$ cat src/rtl/gcd_arb_pkg.sv
// Shared types and default sizing for the gcd arbiter slice.
package gcd_arb_pkg;

    typedef enum logic [1:0] {
        IDLE = 2'd0,
        LOAD = 2'd1,
        RUN  = 2'd2,
        RESP = 2'd3
    } state_t;

    localparam int DEF_NREQ       = 4;
    localparam int DEF_WIDTH      = 32;
    localparam int DEF_MAX_CYCLES = 1024;

endpackage

$ cat src/rtl/gcd_arbiter_if.sv
// Requester-side job/result bundle; the arbiter takes the slave view.
interface gcd_arbiter_if
    import gcd_arb_pkg::*;
#(
    parameter int NREQ  = DEF_NREQ,
    parameter int WIDTH = DEF_WIDTH
);
    logic [NREQ-1:0]       req_valid;
    logic [NREQ-1:0]       req_ready;
    logic [NREQ*WIDTH-1:0] req_a;
    logic [NREQ*WIDTH-1:0] req_b;
    logic [NREQ-1:0]       resp_valid;
    logic [NREQ-1:0]       resp_ready;
    logic [WIDTH-1:0]      resp_data;
    logic                  resp_err;

    modport master (
        output req_valid, req_a, req_b, resp_ready,
        input  req_ready, resp_valid, resp_data, resp_err
    );

    modport slave (
        input  req_valid, req_a, req_b, resp_ready,
        output req_ready, resp_valid, resp_data, resp_err
    );
endinterface

$ cat src/rtl/gcd_arbiter_rr_pick.sv
// Combinational round-robin picker: first set request after last_grant, wrapping.
module rr_pick
    import gcd_arb_pkg::*;
#(
    parameter int NREQ = DEF_NREQ,
    localparam int IW  = $clog2(NREQ)
) (
    input  logic [NREQ-1:0] req,
    input  logic [IW-1:0]   last_grant,
    output logic [NREQ-1:0] gnt,
    output logic [IW-1:0]   idx,
    output logic            any
);

    always_comb begin : search
        logic [IW-1:0] cand;
        gnt  = '0;
        idx  = '0;
        any  = 1'b0;
        cand = last_grant;
        for (int unsigned k = 0; k < NREQ; k++) begin
            cand = (cand == IW'(NREQ - 1)) ? '0 : cand + 1'b1;
            if (!any && req[cand]) begin
                any       = 1'b1;
                idx       = cand;
                gnt[cand] = 1'b1;
            end
        end
    end

endmodule

$ cat src/rtl/gcd_arbiter.sv
// Round-robin front end sharing one gcd datapath between NREQ requesters.
// Define GCD_TIMEOUT_EN to add a RUN-cycle watchdog that returns resp_err=1.
module gcd_arbiter
    import gcd_arb_pkg::*;
#(
    parameter int NREQ       = DEF_NREQ,
    parameter int WIDTH      = DEF_WIDTH,
    parameter int MAX_CYCLES = DEF_MAX_CYCLES
) (
    input  logic             clk,
    input  logic             reset,
    gcd_arbiter_if.slave     bus,
    output logic             busy,
    output logic [WIDTH-1:0] gcd_n1,
    output logic [WIDTH-1:0] gcd_n2,
    output logic             gcd_rst,
    input  logic [WIDTH-1:0] gcd_out,
    input  logic             gcd_done
);

    localparam int IW = $clog2(NREQ);

    state_t           state, state_nxt;
    logic [IW-1:0]    last_grant, grant_idx;
    logic [WIDTH-1:0] op_a, op_b, resp_data_q;
    logic             run_armed;

    logic [NREQ-1:0]  pick_gnt;
    logic [IW-1:0]    pick_idx;
    logic             pick_any;
    logic [WIDTH-1:0] a_sel, b_sel;
    logic             accept, zero_op, done_seen, handshake, timeout;

    rr_pick #(.NREQ(NREQ)) u_pick (
        .req        (bus.req_valid),
        .last_grant (last_grant),
        .gnt        (pick_gnt),
        .idx        (pick_idx),
        .any        (pick_any)
    );

    assign a_sel     = bus.req_a[pick_idx*WIDTH +: WIDTH];
    assign b_sel     = bus.req_b[pick_idx*WIDTH +: WIDTH];
    assign accept    = (state == IDLE) && pick_any;
    assign zero_op   = (a_sel == '0) || (b_sel == '0);
    // done may still be high from the previous job during the first RUN cycle
    assign done_seen = (state == RUN) && run_armed && gcd_done;
    assign handshake = (state == RESP) && bus.resp_ready[grant_idx];

`ifdef GCD_TIMEOUT_EN
    localparam int CW = $clog2(MAX_CYCLES) + 1;

    logic [CW-1:0] run_cnt;
    logic          resp_err_q;

    always_ff @(posedge clk or negedge reset) begin
        if (!reset) begin
            run_cnt <= '0;
        end else if (state == LOAD) begin
            run_cnt <= '0;
        end else if (state == RUN) begin
            run_cnt <= run_cnt + 1'b1;
        end
    end

    assign timeout = (state == RUN) && !done_seen && (run_cnt == CW'(MAX_CYCLES - 1));

    always_ff @(posedge clk or negedge reset) begin
        if (!reset) begin
            resp_err_q <= 1'b0;
        end else if (timeout) begin
            resp_err_q <= 1'b1;
        end else if (handshake) begin
            resp_err_q <= 1'b0;
        end
    end

    assign bus.resp_err = resp_err_q;
`else
    assign timeout      = 1'b0;
    assign bus.resp_err = 1'b0;
`endif

    always_ff @(posedge clk or negedge reset) begin
        if (!reset) begin
            state <= IDLE;
        end else begin
            state <= state_nxt;
        end
    end

    always_comb begin
        state_nxt = state;
        unique case (state)
            IDLE: if (pick_any) state_nxt = zero_op ? RESP : LOAD;
            LOAD: state_nxt = RUN;
            RUN:  if (done_seen || timeout) state_nxt = RESP;
            RESP: if (handshake) state_nxt = IDLE;
            default: state_nxt = IDLE;
        endcase
    end

    always_ff @(posedge clk or negedge reset) begin
        if (!reset) begin
            last_grant  <= IW'(NREQ - 1);
            grant_idx   <= '0;
            op_a        <= '0;
            op_b        <= '0;
            resp_data_q <= '0;
            run_armed   <= 1'b0;
        end else begin
            run_armed <= (state == RUN);
            if (accept) begin
                last_grant <= pick_idx;
                grant_idx  <= pick_idx;
                op_a       <= a_sel;
                op_b       <= b_sel;
                // with one operand zero the result is simply the other one
                if (zero_op) resp_data_q <= a_sel | b_sel;
            end else if (done_seen) begin
                resp_data_q <= gcd_out;
            end else if (timeout) begin
                resp_data_q <= '0;
            end
        end
    end

    assign bus.req_ready  = (state == IDLE) ? pick_gnt : '0;
    assign bus.resp_valid = (state == RESP) ? (NREQ'(1) << grant_idx) : '0;
    assign bus.resp_data  = resp_data_q;
    assign busy           = (state != IDLE);
    assign gcd_n1         = op_a;
    assign gcd_n2         = op_b;
    // held high while reset is asserted so the datapath is cleared too
    assign gcd_rst        = (state == LOAD) || !reset;

endmodule

$ cat src/flat_wrapper.sv
// flat-port wrapper written by rule: the top's interface ports become plain ports
module gcd_arbiter_flat import gcd_arb_pkg::*;
#(
    parameter int NREQ       = DEF_NREQ,
    parameter int WIDTH      = DEF_WIDTH,
    parameter int MAX_CYCLES = DEF_MAX_CYCLES
)
  (clk, reset, busy, gcd_n1, gcd_n2, gcd_rst, gcd_out, gcd_done, bus_req_valid, bus_req_a, bus_req_b, bus_resp_ready, bus_req_ready, bus_resp_valid, bus_resp_data, bus_resp_err);
  gcd_arbiter_if #(.NREQ(NREQ), .WIDTH(WIDTH)) bus_i ();
  input  logic clk;
  input  logic reset;
  output logic busy;
  output logic [WIDTH-1:0] gcd_n1;
  output logic [WIDTH-1:0] gcd_n2;
  output logic gcd_rst;
  input  logic [WIDTH-1:0] gcd_out;
  input  logic gcd_done;
  input wire logic [$bits(bus_i.req_valid)-1:0] bus_req_valid;
  input wire logic [$bits(bus_i.req_a)-1:0] bus_req_a;
  input wire logic [$bits(bus_i.req_b)-1:0] bus_req_b;
  input wire logic [$bits(bus_i.resp_ready)-1:0] bus_resp_ready;
  output wire logic [$bits(bus_i.req_ready)-1:0] bus_req_ready;
  output wire logic [$bits(bus_i.resp_valid)-1:0] bus_resp_valid;
  output wire logic [$bits(bus_i.resp_data)-1:0] bus_resp_data;
  output wire logic [$bits(bus_i.resp_err)-1:0] bus_resp_err;
  assign bus_i.req_valid = bus_req_valid;
  assign bus_i.req_a = bus_req_a;
  assign bus_i.req_b = bus_req_b;
  assign bus_i.resp_ready = bus_resp_ready;
  assign bus_req_ready = bus_i.req_ready;
  assign bus_resp_valid = bus_i.resp_valid;
  assign bus_resp_data = bus_i.resp_data;
  assign bus_resp_err = bus_i.resp_err;
  gcd_arbiter #(.NREQ(NREQ), .WIDTH(WIDTH), .MAX_CYCLES(MAX_CYCLES)) u_core (.clk(clk), .reset(reset), .bus(bus_i), .busy(busy), .gcd_n1(gcd_n1), .gcd_n2(gcd_n2), .gcd_rst(gcd_rst), .gcd_out(gcd_out), .gcd_done(gcd_done));
endmodule
$ cat config.mk
export PLATFORM = sky130hd
export DESIGN_NAME = gcd_arbiter_flat
export DESIGN_NICKNAME = d
export VERILOG_FILES = /design/src/rtl/gcd_arb_pkg.sv /design/src/rtl/gcd_arbiter_if.sv /design/src/rtl/gcd_arbiter_rr_pick.sv /design/src/rtl/gcd_arbiter.sv /design/src/flat_wrapper.sv
export SDC_FILE = /design/constraint.sdc
export NUM_CORES = 1
export LEC_CHECK = 0
export CAP_MARGIN = 0
export CORE_AREA = 2 2 158 160
export DETAILED_ROUTE_END_ITERATION = 8
export DIE_AREA = 0 0 160 162
export GPL_TIMING_DRIVEN = 0
export HOLD_SLACK_MARGIN = 0.05
export PLACE_DENSITY = 0.7
export SLEW_MARGIN = 40
export SYNTH_ARGS = -nofsm -noshare
export SYNTH_HDL_FRONTEND = slang
export SYNTH_SLANG_ARGS = --single-unit
$ cat constraint.sdc
create_clock -name clk -period 7.31 [get_ports clk]
set_input_delay 1.0965 -clock clk [delete_from_list [all_inputs] [get_ports clk]]
set_output_delay 1.0965 -clock clk [all_outputs]
set_load 0.05 [all_outputs]
=== Word level (Yosys, flattened, before mapping) ===
Index checks and enable logic that the tools add are counted.

* Output and inout bits: 107
* Bits of input ports: 299
* Logic and storage cells: 106
* Bits in registers: 103

* Equal/unequal tests: 11
* $lt $le $gt $ge: 9
* Reductions and logical operators: 24
* Bitwise logic cells: 4
* Shift-type cells: 3
* Add/subtract/negate cells: 4
* Muxes and demuxes: 44

{| class="wikitable"
|+ Operators with widths
! cell !! number
|-
| $shiftx 128x8->32 || 2
|-
| $mux 32 || 3
|-
| $logic_not 32->1 || 2
|-
| $or 32x32->32 || 1
|-
| $mux 2 || 12
|-
| $mux 4 || 6
|-
| $lt 2x3->1 const B || 5
|-
| $mux 1 || 13
|-
| $eq 2x2->1 const B || 6
|-
| $or 4x4->4 || 3
|-
| $logic_and 1x1->1 || 11
|-
| $bmux 1 s2 || 5
|-
| $add 2x1->2 const B || 4
|-
| $demux 1 s2 || 4
|-
| $ge 2x1->1 const B || 4
|-
| $pmux 2 s4 || 1
|-
| $ne 2x1->1 const B || 3
|-
| $logic_not 1->1 || 4
|-
| $reduce_bool 2->1 || 2
|-
| $shl 1x2->4 const A || 1
|-
| $reduce_and 3->1 || 1
|-
| $eq 2x1->1 const B || 1
|-
| $logic_not 2->1 || 1
|-
| $logic_or 1x1->1 || 2
|-
| 2 further kinds || 2
|}

=== Longest topological paths before layout ===
Gate-level depths: netlist (run 1).

* Word-level depth: 20
* Mapped depth: 18

=== Modules after synthesis ===
From an unflattened synthesis (run 1), not the netlist that was laid out.

* Cells, all modules: 560
* Area total of the unflattened synthesis: 6894.1 µm²

{| class="wikitable"
|+ By module, submodules not included
! module !! instances !! cells each !! sequential area each (µm²) !! area an instance (µm²)
|-
| gcd_arbiter || 1 || 456 || 2580.0 || 6185.9
|-
| rr_pick || 1 || 104 || 0.0 || 708.2
|}

=== Worst setup path before layout (run 1) ===
No wires, ideal clock.

* Path kind: input to register
* From: input port bus_req_valid[3]
* To: register u_core.resp_data_q[16], in the netlist u_core.bus.resp_data[16]
* Arrival time: 3.950 ns
* Required time: 7.187 ns
* Path buffers: 4
* Setup time: 0.123 ns
* Cell stages on the path: 14
* Path slack: 3.237 ns
* Cells stage by stage: buf_6 -> o31ai_2 -> a21oi_2 -> and2_4 -> buf_6 -> buf_6 -> a211o_1 -> a22oi_1 -> nand4_1 -> or4_4 -> and2_4 -> buf_6 -> or4b_1 -> o221a_2

* Cells in the longest elaborated chain, start to end: 17

{| class="wikitable"
|+ RTL lines
! item !! line !! text
|-
| start: declaration || flat_wrapper.sv:18 || <nowiki>input wire logic [$bits(bus_i.req_valid)-1:0] bus_req_valid;</nowiki>
|-
| $bmux 1 s2 || gcd_arbiter_rr_pick.sv:23 || <nowiki>if (!any && req[cand]) begin</nowiki>
|-
| $mux 1 (not written as such) || gcd_arbiter_rr_pick.sv:23 ||
|-
| $mux 1 || gcd_arbiter_rr_pick.sv:23 ||
|-
| $logic_not 1->1 || gcd_arbiter_rr_pick.sv:23 ||
|-
| $logic_and 1x1->1 || gcd_arbiter_rr_pick.sv:23 ||
|-
| $mux 1 || gcd_arbiter_rr_pick.sv:23 ||
|-
| $logic_not 1->1 || gcd_arbiter_rr_pick.sv:23 ||
|-
| $logic_and 1x1->1 || gcd_arbiter_rr_pick.sv:23 ||
|-
| $mux 1 || gcd_arbiter_rr_pick.sv:23 ||
|-
| $logic_not 1->1 || gcd_arbiter_rr_pick.sv:23 ||
|-
| $logic_and 1x1->1 || gcd_arbiter_rr_pick.sv:23 ||
|-
| $mux 2 || gcd_arbiter_rr_pick.sv:23 ||
|-
| $shiftx 128x8->32, on equally long branches || gcd_arbiter.sv:42, gcd_arbiter.sv:43 ||
|-
| $logic_not 32->1 || gcd_arbiter.sv:45 || <nowiki>assign zero_op = (a_sel == '0) || (b_sel == '0);</nowiki>
|-
| $logic_or 1x1->1 || gcd_arbiter.sv:45 ||
|-
| $ne 2x2->1 (no source line) || - ||
|-
| $reduce_and 2->1 (no source line) || - ||
|-
| end signal: assignment || gcd_arbiter.sv:119 || <nowiki>if (zero_op) resp_data_q <= a_sel | b_sel;</nowiki>
|-
| end signal: assignment || gcd_arbiter.sv:121 || <nowiki>resp_data_q <= gcd_out;</nowiki>
|-
| end: declaration || gcd_arbiter.sv:25 || <nowiki>logic [WIDTH-1:0] op_a, op_b, resp_data_q;</nowiki>
|}

Several ways; a longest one is shown, not always the timed one. The select of a mux whose other input is x is not followed.
A chain may end at the register's enable or synchronous reset.

=== Worst setup path after layout (run 1) ===
* From: input port bus_req_valid[3]
* To: register u_core.resp_data_q[8], in the netlist u_core.bus.resp_data[8]

The elaborated chain is that of the path after synthesis.

==> results summary, run 1 <==
For this run, global-route usage on met1 was measured as 0.368. The total half-perimeter wirelength after legalization and detailed placement is 33,600 um. The number of clock buffers inserted by TritonCTS came out at 9. The count of hold-fix buffers inserted at cts came out at 0. The quantity of gates resized following cts came out at 0.

The initial detailed-routing violation count came out at 661. The later pin in the worst-skew pair is clocked with a latency of 0.36 ns. After detailed routing, the average wire length per cell comes to 25.0 um. The total of max-cap violations is 0. The leakage dissipation is 5.12 nW. The number of nets still failing antenna checks after routing is 0.

The maximum level of the CTS H-tree is 3. The headroom to the max-slew limit came out at 0.485. The number of primary I/O pins came out at 406. CTS saw 103 sinks. The wire length after detailed routing is 40,600 um. After clock tree synthesis, the clock-pin slew on the worst setup and hold paths is 0.08 ns. The number of global-route vias before repair came to 9,065. Of all cell types, the one taking the most synthesized area is dfrtp_1. The power per cell area came out at 507 nW/um^2. The number of remaining DRC errors came out at 0. The met3 capacity usage during global routing came out at 0.0677.

In the synthesized netlist the async set-or-reset flop fraction comes to 1.00. The clock tree from TritonCTS is built. The floorplan row count is 57. STA classifies the critical path startpoint as a primary input. Measured along the y axis, the die boundary spans 162 um. The number of pins with negative max-slew slack in the final report is 0.

Setup repair after global routing left no endpoint under its margin. The Yosys step of the flow raised 0 warnings. For this run, the number of standard cells in the final layout without fillers is 1,625. The multi-input gate area in the final layout came out at 4470 um^2. In the final layout, the share of cells above drive strength 1 is 0.0677.

The maximum clock insertion buffer count came out at 2. The most common library cell in the layout ignoring fill and taps is clkdlybuf4s50_1. Dividing the final minimum period by the clock period gives 0.720. In the routed layout, each cell is associated on average with a via count of 5.57. The net count of the mapped netlist came out at 1,192.

The routed via count is 9,049. The mapped netlist covers 7540 um^2. Hold is met by 0.480 ns. The shortest clock period the worst path allows after layout came out at 5.26 ns.

After routing, the total negative slack on setup checks comes to 0 ns. The number of enable-type register cells in the synthesized netlist came out at 0. The worst-margin pin slew is 0.773 ns. The number of cells in the design after placement came out at 1,608. The detailed-router iteration count before antenna repair came out at 5. The layout filler cell count is 2,369.

The number of failing hold endpoints at the final stage was 0. In the global route stage, met2 resource usage came out at 0.527. After synthesis, the netlist uses 61 different library cells.

The number of nets in the finished design came out at 1,606. The library cells used most frequently in the layout, excluding fill and tap cells, are clkdlybuf4s50_1, nand2_1, dfrtp_1, a211o_1, o21ai_0. The data arrival time of the critical path came out at 5.52 ns. The final count of negative-setup-slack endpoints is 0.

The count of input and output buffers came out at 402. The initial utilization of the core area, before any placement, comes to 0.313. The area of all sequential standard cells is 2580 um^2.

Across the routed clock network, the largest skew measured is 0.00909 ns. Of the post-synthesis cell area, the dominant cell type holds 0.335. The required time reported for the critical path endpoint is 7.56 ns. The worst setup path is captured at a flip-flop. The die is 160 um wide.

The highest clock rate is 0.190 GHz. The largest net degree at the start of global routing is 73. The number of storage elements in the synthesis netlist came out at 103. The path class of the tightest hold or removal check is flip-flop to flip-flop. The overall track demand over capacity in global routing came out at 0.303.

The layer carrying the most global-route usage is met2. The area of the die is 25,900 um^2. The post-CTS repair timing setup buffer count came out at 0.

The maximum resistive drop on vdd is 198 uV. Of the synthesized area, sequential elements account for 0.342. The layout overhead on the synthesized area came out at 63.3%. The number of antenna violations at the first check in global routing is 1.

The global-route wire length before repair is 58,000 um. Counting every instance in the synthesized netlist gives 881. The flow ran to the end, and the final reports show no timing, DRC or antenna violations. The total area inside the core boundary comes to 24,100 um^2. The per-instance average area after synthesis is 8.56 um^2. The core occupancy in the finished layout came out at 0.511. In this run the clock root is driven by a clkbuf_16. The routability congestion estimate is 0.928.

In this run the worst path has a maximum fanout of 10. The main flop type after synthesis is dfrtp_1. The critical path is of the primary input to flip-flop type. The aggregate global routing overflow came out at 0. By area the synthesized netlist is led by dfrtp_1, a211o_1, nand2_1.
==> flip-flops by register name, summed over array words and instances (netlist names) <==
| register | cells |
|---|---|
| u_core.state | 2 |
| u_core.gcd_n2 | 32 |
| u_core.bus.resp_data | 32 |
| u_core.run_armed | 1 |
| u_core.last_grant | 2 |
| u_core.grant_idx | 2 |
| u_core.gcd_n1 | 32 |
==> worst max-delay path, stage by stage <==
cell	delay (ns)
clkdlybuf4s50_1	0.64
buf_6	0.19
o31ai_2	0.10
a21oi_2	0.27
buf_6	0.19
clkbuf_1	0.45
a21boi_0	0.19
a211o_1	0.32
a22oi_1	0.33
nand4_1	0.23
or4_4	0.52
a21oi_4	0.41
nor2_2	0.22
a221oi_1	0.36
==> report_power, final <==
group / internal, mW / switching, mW / total (mW)
registers: 0.871 / 0.190 / 1.06
clock network: 0.245 / 0.261 / 0.506
logic: 1.55 / 3.13 / 4.68
total: 2.66 / 3.58 / 6.24
==> metal layers <==
| metal | wire length, um | up-vias |
|---|---|---|
| met4 | 1450 | 0 |
| met2 | 19600 | 502 |
| li1 | - | 4100 |
| met1 | 16100 | 4383 |
| met5 | 0 | - |
| met3 | 3430 | 64 |
==> cell families (layout without fill, tap and decap cells) <==
logic type,count (synthesis),in the layout,synth area share
AO/OA/AOI/OAI,331,331,0.336
adder cells (fa/ha/maj),12,12,0.0199
buffers and inverters,93,512,0.0660
flip-flops,103,103,0.342
multiplexers,16,16,0.0257
other,1,2,0.000497
AND/OR/NAND/NOR,325,325,0.209
==> synthesized netlist by cell type, drive strengths merged (7+ instances only) <==
cell and number:
a21boi 56, a211oi 14, o31ai 8, o21ai 68, nor4 11, ha 12, a21oi 20, nand3 15
inv 12, clkbuf 39, a211o 80, dfrtp 101, nor2 50, o221a 25, a22oi 30, nand2b 23
nand4 7, mux2 7, buf 42, a221oi 8, nand2 154, mux2i 7, and3 40
==> final timing paths <==
check / cells past startpoint / start / to / slack, ns
max in group asynchronous: 2 / reset / u_core.last_grant[1]$_DFFE_PN1P_ / 6.04
max: 14 / bus_req_valid[3] / u_core.bus.resp_data[8]$_DFFE_PN0P_ / 2.05
min: 2 / u_core.gcd_n2[30]$_DFFE_PN0P_ / u_core.gcd_n2[30]$_DFFE_PN0P_ / 0.48
min reg2reg: 2 / u_core.gcd_n2[30]$_DFFE_PN0P_ / u_core.gcd_n2[30]$_DFFE_PN0P_ / 0.48
min in group asynchronous: 1 / reset / u_core.bus.resp_data[8]$_DFFE_PN0P_ / 0.58
max reg2reg: 15 / u_core.last_grant[0]$_DFFE_PN1P_ / u_core.bus.resp_data[8]$_DFFE_PN0P_ / 2.22
==> final cells by class <==
cell class / instances / share of cell area
buffer: 81 / 0.0368
timing repair buffer: 403 / 0.329
clock inverter: 7 / 0.00701
inverter: 12 / 0.00366
clock buffer: 9 / 0.0183
tap: 324 / 0.0329
antenna: 1 / 0.000203
sequential: 103 / 0.209
multi-input combinational: 685 / 0.363
==> metrics by stage <==
| stage | power, mW | area, um^2 | worst slack, ns |
|---|---|---|---|
| 2_1_floorplan | 3.89 | 7540 | 3.24 |
| 3_3_place_gp | 5.66 | 12000 | 0.122 |
| 4_1_cts | 6.22 | 12300 | 2.05 |
| 3_5_place_dp | 5.71 | 12000 | 1.67 |
| 6_report | 6.24 | 12300 | 2.05 |
| 5_1_grt | 6.54 | 12300 | 1.86 |
No activity file was read; power rests on OpenSTA's default activity.
==> inputs of run 2 (changes only) <==
==> constraint.sdc (replaced) <==
create_clock -name clk -period 5.4 [get_ports clk]
set_input_delay 0.81 -clock clk [delete_from_list [all_inputs] [get_ports clk]]
set_output_delay 0.81 -clock clk [all_outputs]
set_load 0.05 [all_outputs]
==> results of run 2 <==
Same layout as run 1 (identical final DEF). Status: completed.
Among the figures that moved: setup slack after placement 1.67 ns -> 0.0454 ns; setup slack after layout 2.05 ns -> 0.310 ns; hold slack 0.480 ns -> 0.296 ns; start point of the critical path bus_req_valid[3] -> u_core.last_grant[0]$_DFFE_PN1P_; register-to-register setup slack 2.22 ns -> 0.31 ns; total power 6.24 mW -> 8.45 mW; worst IR drop on VDD 198 uV -> 268 uV
